`src/rtl/fp_cons.sv`:
```
// Shared FP constants: CSR addresses, access ops, rounding modes, exception
// flag positions, and the read-modify-write helper used by the CSR file.
package fp_cons;

    localparam int unsigned ADDR_W = 12;
    localparam int unsigned OP_W   = 2;
    localparam int unsigned FLAG_W = 5;
    localparam int unsigned RM_W   = 3;

    localparam logic [ADDR_W-1:0] ADDR_FFLAGS = 12'h001;
    localparam logic [ADDR_W-1:0] ADDR_FRM    = 12'h002;
    localparam logic [ADDR_W-1:0] ADDR_FCSR   = 12'h003;

    typedef enum logic [OP_W-1:0] {
        CSR_READ  = 2'b00,
        CSR_WRITE = 2'b01,
        CSR_SET   = 2'b10,
        CSR_CLEAR = 2'b11
    } csr_op_e;

    // 101 and 110 are reserved; 111 selects the dynamic mode held in frm.
    typedef enum logic [RM_W-1:0] {
        RM_RNE = 3'b000,
        RM_RTZ = 3'b001,
        RM_RDN = 3'b010,
        RM_RUP = 3'b011,
        RM_RMM = 3'b100,
        RM_DYN = 3'b111
    } rm_e;

    localparam int unsigned FLAG_NV = 4;
    localparam int unsigned FLAG_DZ = 3;
    localparam int unsigned FLAG_OF = 2;
    localparam int unsigned FLAG_UF = 1;
    localparam int unsigned FLAG_NX = 0;

    // Every architecturally defined exception flag bit.
    localparam logic [FLAG_W-1:0] FLAG_MASK =
        FLAG_W'((1 << FLAG_NV) | (1 << FLAG_DZ) | (1 << FLAG_OF) |
                (1 << FLAG_UF) | (1 << FLAG_NX));

    // Next value of a CSR field for a given access type.
    function automatic logic [7:0] csr_apply(input logic [OP_W-1:0] op,
                                             input logic [7:0] old,
                                             input logic [7:0] opnd);
        logic [7:0] res;
        res = old;
        case (op)
            CSR_WRITE: res = opnd;
            CSR_SET:   res = old | opnd;
            CSR_CLEAR: res = old & ~opnd;
            default:   res = old;
        endcase
        return res;
    endfunction

endpackage

```
`src/rtl/fp_csr_if.sv`:
```
// CSR access bus between a requester (master) and the FP CSR file (slave).
// Request: csr_valid, csr_addr, csr_op, csr_wdata.
// Response: csr_rdata, csr_rvalid, csr_illegal (one cycle after request).
interface fp_csr_if #(
    parameter int unsigned XLEN = 32
);
    import fp_cons::*;

    logic              csr_valid;
    logic [ADDR_W-1:0] csr_addr;
    logic [OP_W-1:0]   csr_op;
    logic [XLEN-1:0]   csr_wdata;
    logic [XLEN-1:0]   csr_rdata;
    logic              csr_rvalid;
    logic              csr_illegal;

    modport master (
        output csr_valid, csr_addr, csr_op, csr_wdata,
        input  csr_rdata, csr_rvalid, csr_illegal
    );

    modport slave (
        input  csr_valid, csr_addr, csr_op, csr_wdata,
        output csr_rdata, csr_rvalid, csr_illegal
    );

endinterface

```
`src/rtl/fp_rm_resolve.sv`:
```
// Combinational rounding-mode resolution.
// rm_in      : instruction rm field (111 = dynamic)
// frm        : current registered frm
// rm_out     : effective rounding mode
// rm_illegal : effective mode is reserved (101, 110, 111)
module fp_rm_resolve
    import fp_cons::*;
(
    input  logic [RM_W-1:0] rm_in,
    input  logic [RM_W-1:0] frm,
    output logic [RM_W-1:0] rm_out,
    output logic            rm_illegal
);

    assign rm_out     = (rm_in == RM_DYN) ? frm : rm_in;
    // Everything above RMM is either reserved or an unresolved DYN in frm.
    assign rm_illegal = (rm_out > RM_RMM);

endmodule

```
`src/rtl/fp_csr.sv`:
```
// FP control/status register file: fflags, frm and the fcsr alias.
// clock, reset     : rising-edge clock, async active-high reset
// csr              : CSR access bus (slave side), registered read response
// flag_valid/data  : per-port retire strobes and exception flags to accumulate
// rm_in/rm_out     : instruction rounding mode and resolved mode (comb)
// rm_illegal       : resolved mode is reserved (comb)
// dirty/dirty_clear: sticky "FP state modified" bit and its clear
module fp_csr
    import fp_cons::*;
#(
    parameter int unsigned NPORTS = 2,
    parameter int unsigned XLEN   = 32
) (
    input  logic                     clock,
    input  logic                     reset,
    fp_csr_if.slave                  csr,
    input  logic [NPORTS-1:0]        flag_valid,
    input  logic [NPORTS*FLAG_W-1:0] flag_data,
    input  logic [RM_W-1:0]          rm_in,
    output logic [RM_W-1:0]          rm_out,
    output logic                     rm_illegal,
    output logic                     dirty,
    input  logic                     dirty_clear
);

    logic [FLAG_W-1:0] fflags;
    logic [RM_W-1:0]   frm;
    logic [FLAG_W-1:0] flag_acc;
    logic [FLAG_W-1:0] fflags_csr;
    logic [FLAG_W-1:0] fflags_next;
    logic [RM_W-1:0]   frm_next;
    logic [RM_W-1:0]   frm_opnd;
    logic [XLEN-1:0]   wdata;
    logic [XLEN-1:0]   read_val;
    logic              hit_fflags;
    logic              hit_frm;
    logic              hit_fcsr;
    logic              legal;
    logic              wr_fflags;
    logic              wr_frm;
    logic              unused_wdata;

    assign wdata        = csr.csr_wdata;
    assign unused_wdata = ^wdata[XLEN-1:8];

    // OR together the flags of every retiring port.
    always_comb begin
        flag_acc = '0;
        for (int i = 0; i < NPORTS; i++) begin
            if (flag_valid[i]) begin
                flag_acc = flag_acc | flag_data[i*FLAG_W +: FLAG_W];
            end
        end
        flag_acc = flag_acc & FLAG_MASK;
    end

    assign hit_fflags = (csr.csr_addr == ADDR_FFLAGS);
    assign hit_frm    = (csr.csr_addr == ADDR_FRM);
    assign hit_fcsr   = (csr.csr_addr == ADDR_FCSR);
    assign legal      = hit_fflags | hit_frm | hit_fcsr;
    assign wr_fflags  = csr.csr_valid & (hit_fflags | hit_fcsr);
    assign wr_frm     = csr.csr_valid & (hit_frm | hit_fcsr);
    assign frm_opnd   = hit_fcsr ? wdata[7:5] : wdata[2:0];

    // Next state and pre-update read value.
    always_comb begin
        fflags_csr = fflags;
        frm_next   = frm;
        read_val   = '0;
        if (wr_fflags) begin
            fflags_csr = FLAG_W'(csr_apply(csr.csr_op, 8'(fflags), 8'(wdata[4:0])));
        end
        if (wr_frm) begin
            frm_next = RM_W'(csr_apply(csr.csr_op, 8'(frm), 8'(frm_opnd)));
        end
        // Retired flags are OR-ed after the CSR op so a clear cannot drop them.
        fflags_next = fflags_csr | flag_acc;
        if (hit_fflags) begin
            read_val = XLEN'(fflags);
        end else if (hit_frm) begin
            read_val = XLEN'(frm);
        end else if (hit_fcsr) begin
            read_val = XLEN'({frm, fflags});
        end
    end

    always_ff @(posedge clock or posedge reset) begin
        if (reset) begin
            fflags          <= '0;
            frm             <= '0;
            dirty           <= 1'b0;
            csr.csr_rdata   <= '0;
            csr.csr_rvalid  <= 1'b0;
            csr.csr_illegal <= 1'b0;
        end else begin
            csr.csr_rvalid <= csr.csr_valid;
            if (csr.csr_valid) begin
                csr.csr_rdata   <= read_val;
                csr.csr_illegal <= ~legal;
            end else begin
                csr.csr_illegal <= 1'b0;
            end
            fflags <= fflags_next;
            frm    <= frm_next;
            // A state change wins over a simultaneous clear.
            if ((fflags_next != fflags) || (frm_next != frm)) begin
                dirty <= 1'b1;
            end else if (dirty_clear) begin
                dirty <= 1'b0;
            end
        end
    end

    fp_rm_resolve u_rm_resolve (
        .rm_in      (rm_in),
        .frm        (frm),
        .rm_out     (rm_out),
        .rm_illegal (rm_illegal)
    );

endmodule

```
`src/flat_wrapper.sv`:
```
// flat-port wrapper written by rule: the top's interface ports become plain ports
module fp_csr_flat import fp_cons::*;
#(
    parameter int unsigned NPORTS = 2,
    parameter int unsigned XLEN   = 32
)
  (clock, reset, flag_valid, flag_data, rm_in, rm_out, rm_illegal, dirty, dirty_clear, csr_csr_valid, csr_csr_addr, csr_csr_op, csr_csr_wdata, csr_csr_rdata, csr_csr_rvalid, csr_csr_illegal);
  fp_csr_if #(.XLEN(XLEN)) csr_i ();
  input  logic clock;
  input  logic reset;
  input  logic [NPORTS-1:0] flag_valid;
  input  logic [NPORTS*FLAG_W-1:0] flag_data;
  input  logic [RM_W-1:0] rm_in;
  output logic [RM_W-1:0] rm_out;
  output logic rm_illegal;
  output logic dirty;
  input  logic dirty_clear;
  input wire logic [$bits(csr_i.csr_valid)-1:0] csr_csr_valid;
  input wire logic [$bits(csr_i.csr_addr)-1:0] csr_csr_addr;
  input wire logic [$bits(csr_i.csr_op)-1:0] csr_csr_op;
  input wire logic [$bits(csr_i.csr_wdata)-1:0] csr_csr_wdata;
  output wire logic [$bits(csr_i.csr_rdata)-1:0] csr_csr_rdata;
  output wire logic [$bits(csr_i.csr_rvalid)-1:0] csr_csr_rvalid;
  output wire logic [$bits(csr_i.csr_illegal)-1:0] csr_csr_illegal;
  assign csr_i.csr_valid = csr_csr_valid;
  assign csr_i.csr_addr = csr_csr_addr;
  assign csr_i.csr_op = csr_csr_op;
  assign csr_i.csr_wdata = csr_csr_wdata;
  assign csr_csr_rdata = csr_i.csr_rdata;
  assign csr_csr_rvalid = csr_i.csr_rvalid;
  assign csr_csr_illegal = csr_i.csr_illegal;
  fp_csr #(.NPORTS(NPORTS), .XLEN(XLEN)) u_core (.clock(clock), .reset(reset), .csr(csr_i), .flag_valid(flag_valid), .flag_data(flag_data), .rm_in(rm_in), .rm_out(rm_out), .rm_illegal(rm_illegal), .dirty(dirty), .dirty_clear(dirty_clear));
endmodule
```
`config.mk`:
```
export PLATFORM = sky130hd
export DESIGN_NAME = fp_csr_flat
export DESIGN_NICKNAME = d
export VERILOG_FILES = /design/src/rtl/fp_cons.sv /design/src/rtl/fp_csr_if.sv /design/src/rtl/fp_rm_resolve.sv /design/src/rtl/fp_csr.sv /design/src/flat_wrapper.sv
export SDC_FILE = /design/constraint.sdc
export NUM_CORES = 1
export LEC_CHECK = 0
export ABC_AREA = 1
export BUFFER_PORTS_ARGS = -buffer_cell sky130_fd_sc_hd__buf_2
export CORE_ASPECT_RATIO = 1.2
export CORE_MARGIN = 4
export CORE_UTILIZATION = 47
export DETAILED_ROUTE_END_ITERATION = 12
export GPL_TIMING_DRIVEN = 0
export PLACE_DENSITY = 0.86
export SLEW_MARGIN = 20
export SYNTH_ARGS = -nofsm -noshare
export SYNTH_HDL_FRONTEND = slang
export SYNTH_HIERARCHICAL = 1
export SYNTH_SLANG_ARGS = --single-unit
```
`constraint.sdc`:
```
create_clock -name clock -period 2.1 [get_ports clock]
set_input_delay 0.21 -clock clock [delete_from_list [all_inputs] [get_ports clock]]
set_output_delay 0.21 -clock clock [all_outputs]
set_load 0.01 [all_outputs]
```
* Yosys cells after proc, flatten, opt, wreduce, memory -nomap -nowiden
Cells that the tools add are included.
** Storage, ports and cells
- Input bits :: 65
- Logic and storage cells :: 47
- Register bits :: 43
- Output and inout port bits :: 39
** Operators by class
- Mux-type cells :: 14
- Bitwise operators :: 15
- Equal/unequal tests :: 9
- Order comparisons :: 1
- Reduce and logical (&&, ||, !) cells :: 2
** Operators by type and width (number)
- $mux 32 :: 2
- $eq 12x2->1 const B :: 2
- $mux 5 :: 3
- $or 5x5->5 :: 3
- $pmux 5 s3 :: 1
- $eq 12x1->1 const B :: 1
- $mux 3 :: 3
- $pmux 3 s3 :: 1
- $mux 8 :: 1
- $and 5x5->5 :: 1
- $ne 5x5->1 :: 1
- $not 5->5 :: 1
- $eq 2x2->1 const B :: 2
- $or 1x1->1 :: 4
- $and 3x3->3 :: 1
- $eq 3x3->1 const B :: 1
- $gt 3x3->1 const B :: 1
- $mux 1 :: 3
- $ne 3x3->1 :: 1
- $not 3->3 :: 1
- $or 3x3->3 :: 1
- $and 1x1->1 :: 2
- $eq 2x1->1 const B :: 1
- $reduce_bool 2->1 :: 1
- 2 further kinds :: 2

* Longest topological paths before layout
Gate-level depths: netlist of run 1.
- Word-level depth :: 9
- Mapped depth :: 13
- Depth with buffers taken out :: 13

* Modules after synthesis
The synthesis of run 1 kept the hierarchy.
** Modules (own cells, without submodules)
- fp_csr :: sequential area each 475.5 µm², area each 1635.3 µm², cells each 221, times used 1
- fp_rm_resolve :: sequential area each 0.0 µm², area each 58.8 µm², cells each 12, times used 1

* Worst setup path before layout of run 1
No wires, ideal clock.
- Path type :: in2reg
- From :: input csr_csr_addr[11]
- To :: register u_core.dirty
- Setup time :: 123 ps
- Required time :: 1977 ps
- Path buffers :: 1
- Slack :: 774 ps
- Cell stages on the path :: 11
- Arrival :: 1203 ps
- Cells stage by stage :: nor2_2 nand2_2 nor2_8 buf_8 nand3_4 nand3_2 nand3_2 nand3_1 nand2_1 nor2_1 nand3_2
** On the way
- Longest elaborated chain between the ends :: 9
- Elaborated cells on any way between the ends :: 20
- Those cells by class :: eq/ne: 5; mux: 5; bitwise: 8; reduce/logical: 2
** Ends and longest elaborated chain
- start: declaration :: line flat_wrapper.sv:19 : input wire logic [$bits(csr_i.csr_addr)-1:0] csr_csr_addr;
- $eq 12x2->1 :: line fp_csr.sv:59 : assign hit_fcsr = (csr.csr_addr == ADDR_FCSR);
- $mux 3 :: line fp_csr.sv:63 : assign frm_opnd = hit_fcsr ? wdata[7:5] : wdata[2:0];
- $not 3->3 :: line fp_cons.sv:51 : CSR_CLEAR: res = old & ~opnd;
- $and 3x3->3 :: line fp_cons.sv:51
- $pmux 3 s3 :: line fp_cons.sv:48 : case (op)
- $mux 3 :: line fp_csr.sv:73 : if (wr_frm) begin
- $ne 3x3->1 :: line fp_csr.sv:106 : if ((fflags_next != fflags) || (frm_next != frm)) begin
- $logic_or 1x1->1 (*) :: line fp_csr.sv:106
- $mux 1 / $reduce_bool 2->1 (equally long branches)
- end signal: assignment :: line fp_csr.sv:91 : dirty <= 1'b0;
- end signal: assignment :: line fp_csr.sv:107 : dirty <= 1'b1;
- end signal: assignment :: line fp_csr.sv:109 : dirty <= 1'b0;
- end: declaration :: line fp_csr.sv:22 : output logic dirty,
Mark *: on every way between the ends. The rest lies on a longest branch, timed or not.
A chain may end at the register's enable or synchronous reset.

* Worst setup path in the final report of run 1
- From :: input csr_csr_addr[9]
- To :: register u_core.dirty
The elaborated chain is that of the path after synthesis.

==> results of run 1 <==
-- worst max-delay path by stage --
| stage | startpoint | endpoint | slack (ns) |
|---|---|---|---|
| 3_3_place_gp | csr_csr_addr[11] | u_core/dirty$_DFFE_PP0P_ | 0.53 |
| 2_1_floorplan | csr_csr_addr[11] | u_core/dirty$_DFFE_PP0P_ | 0.77 |
| 6_report | csr_csr_addr[9] | u_core/dirty$_DFFE_PP0P_ | 0.73 |
| 3_5_place_dp | csr_csr_addr[9] | u_core/dirty$_DFFE_PP0P_ | 0.49 |
| 5_1_grt | csr_csr_addr[9] | u_core/dirty$_DFFE_PP0P_ | 0.60 |
| 4_1_cts | csr_csr_addr[11] | u_core/dirty$_DFFE_PP0P_ | 0.73 |
-- synth_stat cells, types with 2 or more instances --
master and n:
inv_2 4, dfrtp_1 19, nand2_4 3, nor2_4 2, a22o_1 5, nand3_2 5
nand3b_1 2, nor2_8 3, nand2_1 47, nand4_1 13, nand2_2 5, o21bai_1 4
o31ai_1 2, o21ai_0 9, inv_1 38, nand3_1 9, o221ai_1 3, nor3_1 2
nor2_1 19, nor2_2 2, buf_4 26
-- cell families (layout without fill, tap and decap cells) --
logic type | count (synthesis) | count (layout) | synth area share (%)
buffers and inverters | 70 | 128 | 22.1
other | 1 | 24 | 0.221
AND/OR/NAND/NOR | 115 | 115 | 38.1
flip-flops | 19 | 19 | 28.1
AO/OA/AOI/OAI | 28 | 28 | 11.5
-- metal layers --
layer	routed length [um]	GRT usage, %	vias to the layer above
li1	-	-	862
met1	1460	18.5	740
met2	2140	34.0	57
met3	282	4.43	8
met4	52	6.37	0
met5	0	0	-
-- stage by stage --
| step | hold WS [ns] | util [%] | worst slack, ns |
|---|---|---|---|
| finish | 0.0643 | 63.1 | 0.727 |
| global route | 0.0636 | 63.1 | 0.601 |
| CTS | 0.0755 | 63.1 | 0.728 |
| detailed placement | 0.340 | 61.8 | 0.494 |
| global placement | 0.333 | 61.8 | 0.530 |
| floorplan | 0.161 | - | 0.774 |
-- area by class of cell --
type,instances,area share [%]
inverter,43,7.65
tap,37,2.16
clock buffer,4,2.10
timing repair buffer,54,12.6
buffer,27,9.81
multi-input combinational,167,43.5
sequential,19,22.2
-- power by group through the flow --
| stage | Clock, mW | Combinational [mW] | Sequential [mW] |
|---|---|---|---|
| after CTS | 0.256 | 0.222 | 0.376 |
| after global placement | 0 | 0.218 | 0.383 |
| after global routing | 0.274 | 0.250 | 0.376 |
| after floorplan | 0 | 0.149 | 0.386 |
| after detailed placement | 0 | 0.222 | 0.383 |
| final | 0.252 | 0.223 | 0.376 |
-- cells in the final DEF (no fill, tap or decap), types with 5 or more instances in the layout --
master	Yosys	layout
a22o_1	5	5
buf_2	0	54
buf_4	26	26
conb_1	1	24
dfrtp_1	19	19
inv_1	38	38
nand2_1	47	47
nand2_2	5	5
nand3_1	9	9
nand3_2	5	5
nand4_1	13	13
nor2_1	19	19
o21ai_0	9	9
-- flip-flops by register name, indices dropped and copies added (netlist names) --
signal,cells
u_core/frm,3
u_core/csr.csr_rvalid,1
u_core/csr.csr_rdata,8
u_core/dirty,1
u_core/csr.csr_illegal,1
u_core/fflags,5
-- critical path, stage by stage --
cell and delay [ns]:
buf_2 0.11, nor2_2 0.11, nand2_2 0.09, nor2_8 0.20, buf_8 0.17, nand4_1 0.12
nand4_1 0.15, nand2_1 0.07, inv_1 0.05, nand2_1 0.04, nor2_1 0.12, nand3_2 0.08
==> impl_metrics.yaml, run 1 <==
setup_path:
  r2r_end: "u_core/dirty$_DFFE_PP0P_"
  cp.arrival_ns: 1.51
  crit_fanout: 10
  path_class: "input pin to flip-flop"
  r2r-start: "u_core/frm[2]$_DFF_PP0_"
  start_kind: "input pin"
  required_ns: 2.24
  ff2ff_path_depth: 9
  cp-end-kind: "flip-flop"
  reg2reg_slack_ns: 0.99
placement:
  placedCellCount: 347
  io_buffers: 54
  placed_area_um2: 2100
  place_congestion: 0.866
  hpwl_um: 3290
power_and_ir_drop:
  vdd_drop_max_v: 0.000432
  seqPwrFrac_pct: 44.2
  power.density_cell_area_nw_per_um2: 397
  swShare_pct: 28.8
  p_sw_mw: 0.245
  p_clk_share_pct: 29.6
  pwr-share-comb_pct: 26.3
  power.internal_mw: 0.606
  p_leak_nw: 1.36
  total_power_mw: 0.851
run:
  max-cap-violations: 0
drt:
  viasPerCell: 4.75
  drcViolationCount: 0
  ant_nets: 0
  dr.first_iter.drc_count: 24
  drtPass1Iterations: 4
  wl_per_cell_um: 11.2
  wirelength_um: 3940
  num_vias: 1667
timing:
  finalHoldViolCount: 0
  worstMarginPinSlew_ns: 0.724
  skew_ns: 0.000933
  grt_setup_unrepaired: "no"
  maxSlewViolCount: 0
  relSlewSlack_pct: 51.7
  fmax_mhz: 728
  finalCritPeriodShare_pct: 65.4
  post-route-min-period_ns: 1.37
  setup_violations: 0
  tns_ns: 0
synth:
  syn_area_per_cell_um2: 7.27
  synthCells: 233
  synth-warning-count: 6
  yosys_most_used_dff: "dfrtp_1"
  syn_area_um2: 1690
  async_flop_share_pct: 100
  synth_area_leader_cell: "dfrtp_1"
  synth_seq_cells: 19
  synth_top_area_share_pct: 28.1
  ys_types: 32
  synth_edf_count: 0
  ys_seq_area_share_pct: 28.1
  synth.top_cells.by_area: "dfrtp_1, buf_4, nand2_1"
cells_and_area:
  insertedDiodeCount: 0
  fin_cells: 351
  synthToLayoutAreaGrowth_pct: 26.4
  layout.nets: 380
  regArea_um2: 475
  multiInputGateArea_um2: 931
  final_area_um2: 2140
  fillers: 349
  drive_gt1_share_pct: 36.0
clock_network:
  cts-root-buf: "clkbuf_8"
  cts_resized: 0
  cts_tree: "done"
  cts_made_buffers: 3
  cts_setup_buffers: 0
  htreeDepth: 1
  clock_path_buffers: 2
  cts.sinks: 19
  clk_pin_slew_ns: 0.07
  clk_latency_ns: 0.25
  holdBufCountCts: 0
grt:
  grt_max_degree: 20
  grt_use_total_pct: 17.6
  antenna_found_initial: 0
  gr-total-overflow: 0
  grt_pass1_wl_um: 6490
  grt_pass1_vias: 1559
floorplan:
  initial_utilization_pct: 49.9
  rows: 23
  core-area_um2: 3400
  die-area_um2: 4630
  pin_count: 104
  die_y_um: 73.8
  die_width_um: 62.8
worst_hold_path:
  hp-class: "input pin to async pin"
status:
  status: "completed"
(Power assumes the default switching activity.)
==> run 2, diff against run 1 <==
Settings changed: ABC_AREA 1 to 0, CORE_UTILIZATION 47 to 42, PLACE_DENSITY 0.86 to 0.8.
Clock period 2.1 ns to 1.35 ns, I/O delays scaled along.
==> run 2 against run 1 <==
Compared with the run above:
- the flow now finishes with violations (hold timing, setup timing)
- sequential cell count is the same
- register-to-register slack got worse by 1.3 ns
- die area grew 3.9%
- final area is 4.6% higher
- wire length increased by 15%
- sequential power grew 55%
- critical endpoint unchanged
- critical path depth shrank 5
- first-iteration DRC count grew to 5.3 times the previous value
- synthesized cell count is 18% lower
- critical path type is now flip-flop to flip-flop
- worst setup slack got worse by 0.99 ns
==> impl_metrics.yaml, run 2 <==
grt:
  gr-total-overflow: 0
  grt_use_total_pct: 19.2
  antenna_found_initial: 0
  grt_max_degree: 20
  grt_pass1_wl_um: 7160
  grt_pass1_vias: 1616
cells_and_area:
  final_area_um2: 2240
  reg_top3: "u_core/csr.csr_rdata (8), u_core/fflags (5), u_core/frm (3)"
  mostFrequentLayoutCells: "buf_2, buf_4, conb_1, dfrtp_1"
  synthToLayoutAreaGrowth_pct: 41.7
  regArea_um2: 475
  multiInputGateArea_um2: 986
  top_register: "u_core/csr.csr_rdata"
  drive_gt1_share_pct: 41.8
  layout_commonest_cell: "buf_2"
  fin_util_pct: 61.7
  layout.nets: 351
  largest_reg_flops: 8
  fillers: 333
  insertedDiodeCount: 0
timing:
  relSlewSlack_pct: 50.4
  holdWs_ns: -0.0129
  finalHoldViolCount: 19
  skew_ns: 0.00355
  grt_setup_unrepaired: "yes"
  setup_violations: 3
  fmax_mhz: 620
  maxSlewViolCount: 0
  finalCritPeriodShare_pct: 120
  post-route-min-period_ns: 1.61
  worstMarginPinSlew_ns: 0.743
  postLayoutSetupSlackWorst_ns: -0.263
power_and_ir_drop:
  p_leak_nw: 1.11
  vdd_drop_max_v: 0.000262
  total_power_mw: 1.37
  power.density_cell_area_nw_per_um2: 611
clock_network:
  htreeDepth: 1
  cts_tree: "done"
  cts.sinks: 19
  cts-root-buf: "clkbuf_8"
  clock_path_buffers: 2
  clk_latency_ns: 0.26
  cts_made_buffers: 3
  clk_pin_slew_ns: 0.08
placement:
  pre_cts_ws_ns: -0.877
  place_congestion: 0.919
  hpwl_um: 3400
  io_buffers: 55
  placed_area_um2: 2010
setup_path:
  crit_fanout: 3
  path_class: "flip-flop to flip-flop"
  start_kind: "flip-flop"
  required_ns: 1.50
  cp.arrival_ns: 1.77
  cp-end-kind: "flip-flop"
synth:
  synth_edf_count: 0
  synth_area_leader_cell: "dfrtp_1"
  synth-warning-count: 6
  syn_area_per_cell_um2: 8.28
  ys_types: 54
  synth.top_cells.by_area: "dfrtp_1, buf_4, o21ai_0"
  ys_seq_area_share_pct: 30.1
  synth_top_area_share_pct: 30.1
  synth_seq_cells: 19
  syn_area_um2: 1580
  async_flop_share_pct: 100
  synth.most_common_cell: "buf_4"
  synthCells: 191
  synth_common_cells: "buf_4, dfrtp_1, o21ai_0"
  yosys_most_used_dff: "dfrtp_1"
drt:
  drtPass1Iterations: 4
  num_vias: 1708
  dr_wl_met3_um: 416
  wirelength_um: 4530
  dr.first_iter.drc_count: 126
  drt-met1-wl_um: 1690
  drcViolationCount: 0
  ant_nets: 0
  viasPerCell: 5.07
  top_layer: "met4"
  wl_per_cell_um: 13.4
  dr_wl_met2_um: 2300
floorplan:
  rows: 24
  die_width_um: 64.0
  initial_utilization_pct: 43.5
  pin_count: 104
  die-area_um2: 4820
  die_y_um: 75.2
  core-area_um2: 3630
worst_hold_path:
  hp-class: "input pin to async pin"
run:
  max-cap-violations: 0
status:
  status: "finished with violations"
  violations: "hold timing, setup timing"
[run 2: cell count changes in the layout (fill, tap and decap cells not counted), sizes merged, moves of 5 or more]
| cell | previous run | this run |
|---|---|---|
| nand2 | 55 | 17 |
| inv | 43 | 17 |
| buf | 81 | 94 |
| nand3 | 15 | 4 |
| nand4 | 14 | 4 |
| nor2 | 26 | 16 |
| o21ai | 11 | 19 |
| a21oi | 2 | 8 |
| a31oi | 0 | 5 |
[run 2: per-stage QoR]
stage                     setup TNS [ns]  cells
after detailed placement           -4.13    321
final                             -0.416    337
after global routing              -0.704    337
after CTS                         -0.235    335
after floorplan                   -0.724    214
after global placement             -3.54    321
[run 2: repair_timing]
action	in CTS	in global routing
resized for setup	9	11
setup buffers	10	2
endpoints found under the setup margin	6	5
endpoints found under the hold margin	0	0
hold buffers	0	0
pin swaps	9	7
[run 2: worst paths after layout]
check	from	end	slack, ns	cells after the start
worst max-delay path	u_core/fflags[1]$_DFF_PP0_	u_core/dirty$_DFFE_PP0P_	-0.26	7
worst min-delay path	reset	u_core/csr.csr_rdata[2]$_DFFE_PP0P_	-0.01	2
worst max register to register	u_core/fflags[1]$_DFF_PP0_	u_core/dirty$_DFFE_PP0P_	-0.26	7
worst min register to register	u_core/csr.csr_rdata[3]$_DFFE_PP0P_	u_core/csr.csr_rdata[3]$_DFFE_PP0P_	0.52	2
max in group asynchronous	reset	u_core/fflags[3]$_DFF_PP0_	0.90	2
min in group clock	csr_csr_valid	u_core/csr.csr_rvalid$_DFF_PP0_	0.05	1
[run 2: cells by family (layout without fill, tap and decap cells)]
kind of cell           count (synthesis)  after routing  synth area share (%)
flip-flops                            19             19                  30.1
other                                  1             24                 0.237
multiplexers                           4              4                  2.85
buffers and inverters                 45            116                  17.4
AO/OA/AOI/OAI                         55             55                  22.7
AND/OR/NAND/NOR                       65             65                  25.6
XOR/XNOR                               2              2                  1.11
[run 2: routing by layer]
| metal | up-vias | global-route usage, % |
|---|---|---|
| met5 | - | 0 |
| met4 | 0 | 11.8 |
| met3 | 14 | 3.73 |
| met2 | 106 | 34.2 |
| met1 | 761 | 21.2 |
| li1 | 827 | - |
[run 2: report_power, final]
part / leakage, nW / internal (mW) / switching [mW] / total, mW
clock network: 0.0228 / 0.211 / 0.208 / 0.419
registers: 0.230 / 0.578 / 0.00506 / 0.583
logic: 0.857 / 0.168 / 0.200 / 0.367
[run 2: layout make-up]
cell class,instances,share of cell area (%)
timing repair buffer,67,17.6
clock buffer,4,2.01
sequential,19,21.2
tap,52,2.90
inverter,17,2.85
buffer,28,9.44
multi-input combinational,150,44.0
[run 2: critical path, cell delays in order (launching register included)]
cell and delay, ns:
dfrtp_1 0.40, inv_1 0.10, a222oi_1 0.34, nand2b_1 0.16, and4_1 0.20, o2111ai_1 0.11, nor2_1 0.12, o21ai_1 0.08
==> run 3, diff against run 2 <==
Settings changed: CORE_ASPECT_RATIO 1.2 to not set.
==> run 3 against run 2 <==
Compared with the run above:
- utilization fell by 0.84 points
- critical path type is now input pin to flip-flop
- sequential share of layout area rose by 0.30 points
- sequential cell count did not move
- non-clock buffer count rose by 1
- clock power fell by 3%
- the flow still finishes with violations (hold timing, setup timing)
- first-iteration DRC count fell by 13%
==> impl_metrics.yaml, run 3 (synthesized netlist as in run 2, its figures left out) <==
status:
  status: "finished with violations"
  violations: "hold timing, setup timing"
timing:
  grt_setup_unrepaired: "yes"
  finalHoldViolCount: 19
  relSlewSlack_pct: 51.7
  post-route-min-period_ns: 1.62
  finalCritPeriodShare_pct: 120
  maxSlewViolCount: 0
  tns_ns: -0.281
  worstMarginPinSlew_ns: 0.723
  setup_violations: 3
  fmax_mhz: 617
  skew_ns: 0.00986
  postLayoutSetupSlackWorst_ns: -0.270
  holdWs_ns: -0.0200
drt:
  num_vias: 1699
  drtPass1Iterations: 4
  viasPerCell: 5.09
  top_layer: "met4"
  wirelength_um: 4410
  ant_nets: 0
  dr.first_iter.drc_count: 109
  dr_wl_met3_um: 402
  drt-met1-wl_um: 1730
  drcViolationCount: 0
  wl_per_cell_um: 13.2
  dr_wl_met2_um: 2160
cells_and_area:
  fin_util_pct: 60.8
  mostFrequentLayoutCells: "buf_2, buf_4, conb_1, o21ai_0"
  synthToLayoutAreaGrowth_pct: 40.8
  layout.nets: 352
  largest_reg_flops: 8
  top_register: "u_core/csr.csr_rdata"
  fillers: 335
  drive_gt1_share_pct: 43.4
  reg_top3: "u_core/csr.csr_rdata (8), u_core/fflags (5), u_core/frm (3)"
  insertedDiodeCount: 0
  layout_commonest_cell: "buf_2"
setup_path:
  r2r-start: "u_core/fflags[1]$_DFF_PP0_"
  start_kind: "input pin"
  crit_chain: "buf_6 -> nor4_4 -> buf_6 -> buf_4 -> nand4_4 -> or4_4 -> o221ai_2 -> a311o_1 -> nor2_1 -> o21ai_1"
  required_ns: 1.55
  path_class: "input pin to flip-flop"
  cp-end-kind: "flip-flop"
  cp.arrival_ns: 1.82
  ff2ff_path_depth: 7
  r2r_end: "u_core/dirty$_DFFE_PP0P_"
  critPathMostFrequentCell: "buf_6"
  crit_fanout: 7
  max_stage_delay_ns: 0.50
  crit_path_top_delay_cell: "or4_4"
  reg2reg_slack_ns: -0.16
grt:
  gr-total-overflow: 0
  antenna_found_initial: 0
  grt_max_degree: 20
  grt_pass1_vias: 1580
  grt_use_total_pct: 17.8
  grt_pass1_wl_um: 7110
power_and_ir_drop:
  p_leak_nw: 1.12
  total_power_mw: 1.35
  vdd_drop_max_v: 0.000416
  power.density_cell_area_nw_per_um2: 608
clock_network:
  clock_path_buffers: 2
  holdBufCountCts: 0
  clk_latency_ns: 0.27
  cts-root-buf: "clkbuf_8"
  cts_made_buffers: 3
  clk_pin_slew_ns: 0.08
  htreeDepth: 1
  cts_tree: "done"
  cts.sinks: 19
placement:
  place_congestion: 0.861
  io_buffers: 55
  pre_cts_ws_ns: -0.824
  hpwl_um: 3280
floorplan:
  die-area_um2: 4810
  rows: 22
  die_width_um: 69.4
  pin_count: 104
  die_y_um: 69.4
  initial_utilization_pct: 43.2
  core-area_um2: 3660
worst_hold_path:
  hp-class: "input pin to async pin"
run:
  max-cap-violations: 0
run 3: worst max path at each step:
stage / startpoint / to / cells after the start
CTS: csr_csr_addr[4] / u_core/dirty$_DFFE_PP0P_ / 10
floorplan: csr_csr_addr[3] / u_core/dirty$_DFFE_PP0P_ / 7
finish: csr_csr_addr[4] / u_core/dirty$_DFFE_PP0P_ / 10
global placement: csr_csr_addr[3] / u_core/dirty$_DFFE_PP0P_ / 8
global route: csr_csr_addr[4] / u_core/dirty$_DFFE_PP0P_ / 10
detailed placement: csr_csr_addr[3] / u_core/dirty$_DFFE_PP0P_ / 8
run 3: layer usage:
| layer | vias up | track usage (%) |
|---|---|---|
| met5 | - | 0 |
| met2 | 77 | 31.6 |
| li1 | 834 | - |
| met1 | 771 | 20.9 |
| met3 | 17 | 4.64 |
| met4 | 0 | 5.21 |
run 3: report_power, final:
group          internal (mW)  switching, mW  total (mW)
Sequential             0.578        0.00454       0.583
Combinational          0.165          0.197       0.363
Clock                  0.206          0.202       0.408
Total                  0.950          0.404        1.35
run 3: layout make-up:
class / count / area, um^2 / area share (%)
timing repair buffer: 69 / 403 / 18.1
inverter: 17 / 63.8 / 2.87
multi-input combinational: 150 / 975 / 43.8
clock inverter: 1 / 5.00 / 0.225
sequential: 19 / 479 / 21.5
buffer: 27 / 200 / 8.99
clock buffer: 3 / 41.3 / 1.85
tap: 48 / 60.1 / 2.70
run 3: metrics by stage:
stage | cells | cell area [um^2]
floorplan | 214 | 1670
global placement | 317 | 2010
detailed placement | 317 | 2010
CTS | 331 | 2180
global route | 334 | 2230
finish | 334 | 2230
run 3: repair_timing:
action                                  in CTS  in global routing
endpoints found under the setup margin       4                  4
buffers inserted                            10                  4
gates resized for setup                     10                  9
pin swaps                                   10                  8
run 3: critical path, delay by kind of cell:
kind | cells | cell delay, ns
compound gates | 3 | 0.38
buf+inv | 3 | 0.39
simple gates | 4 | 0.91
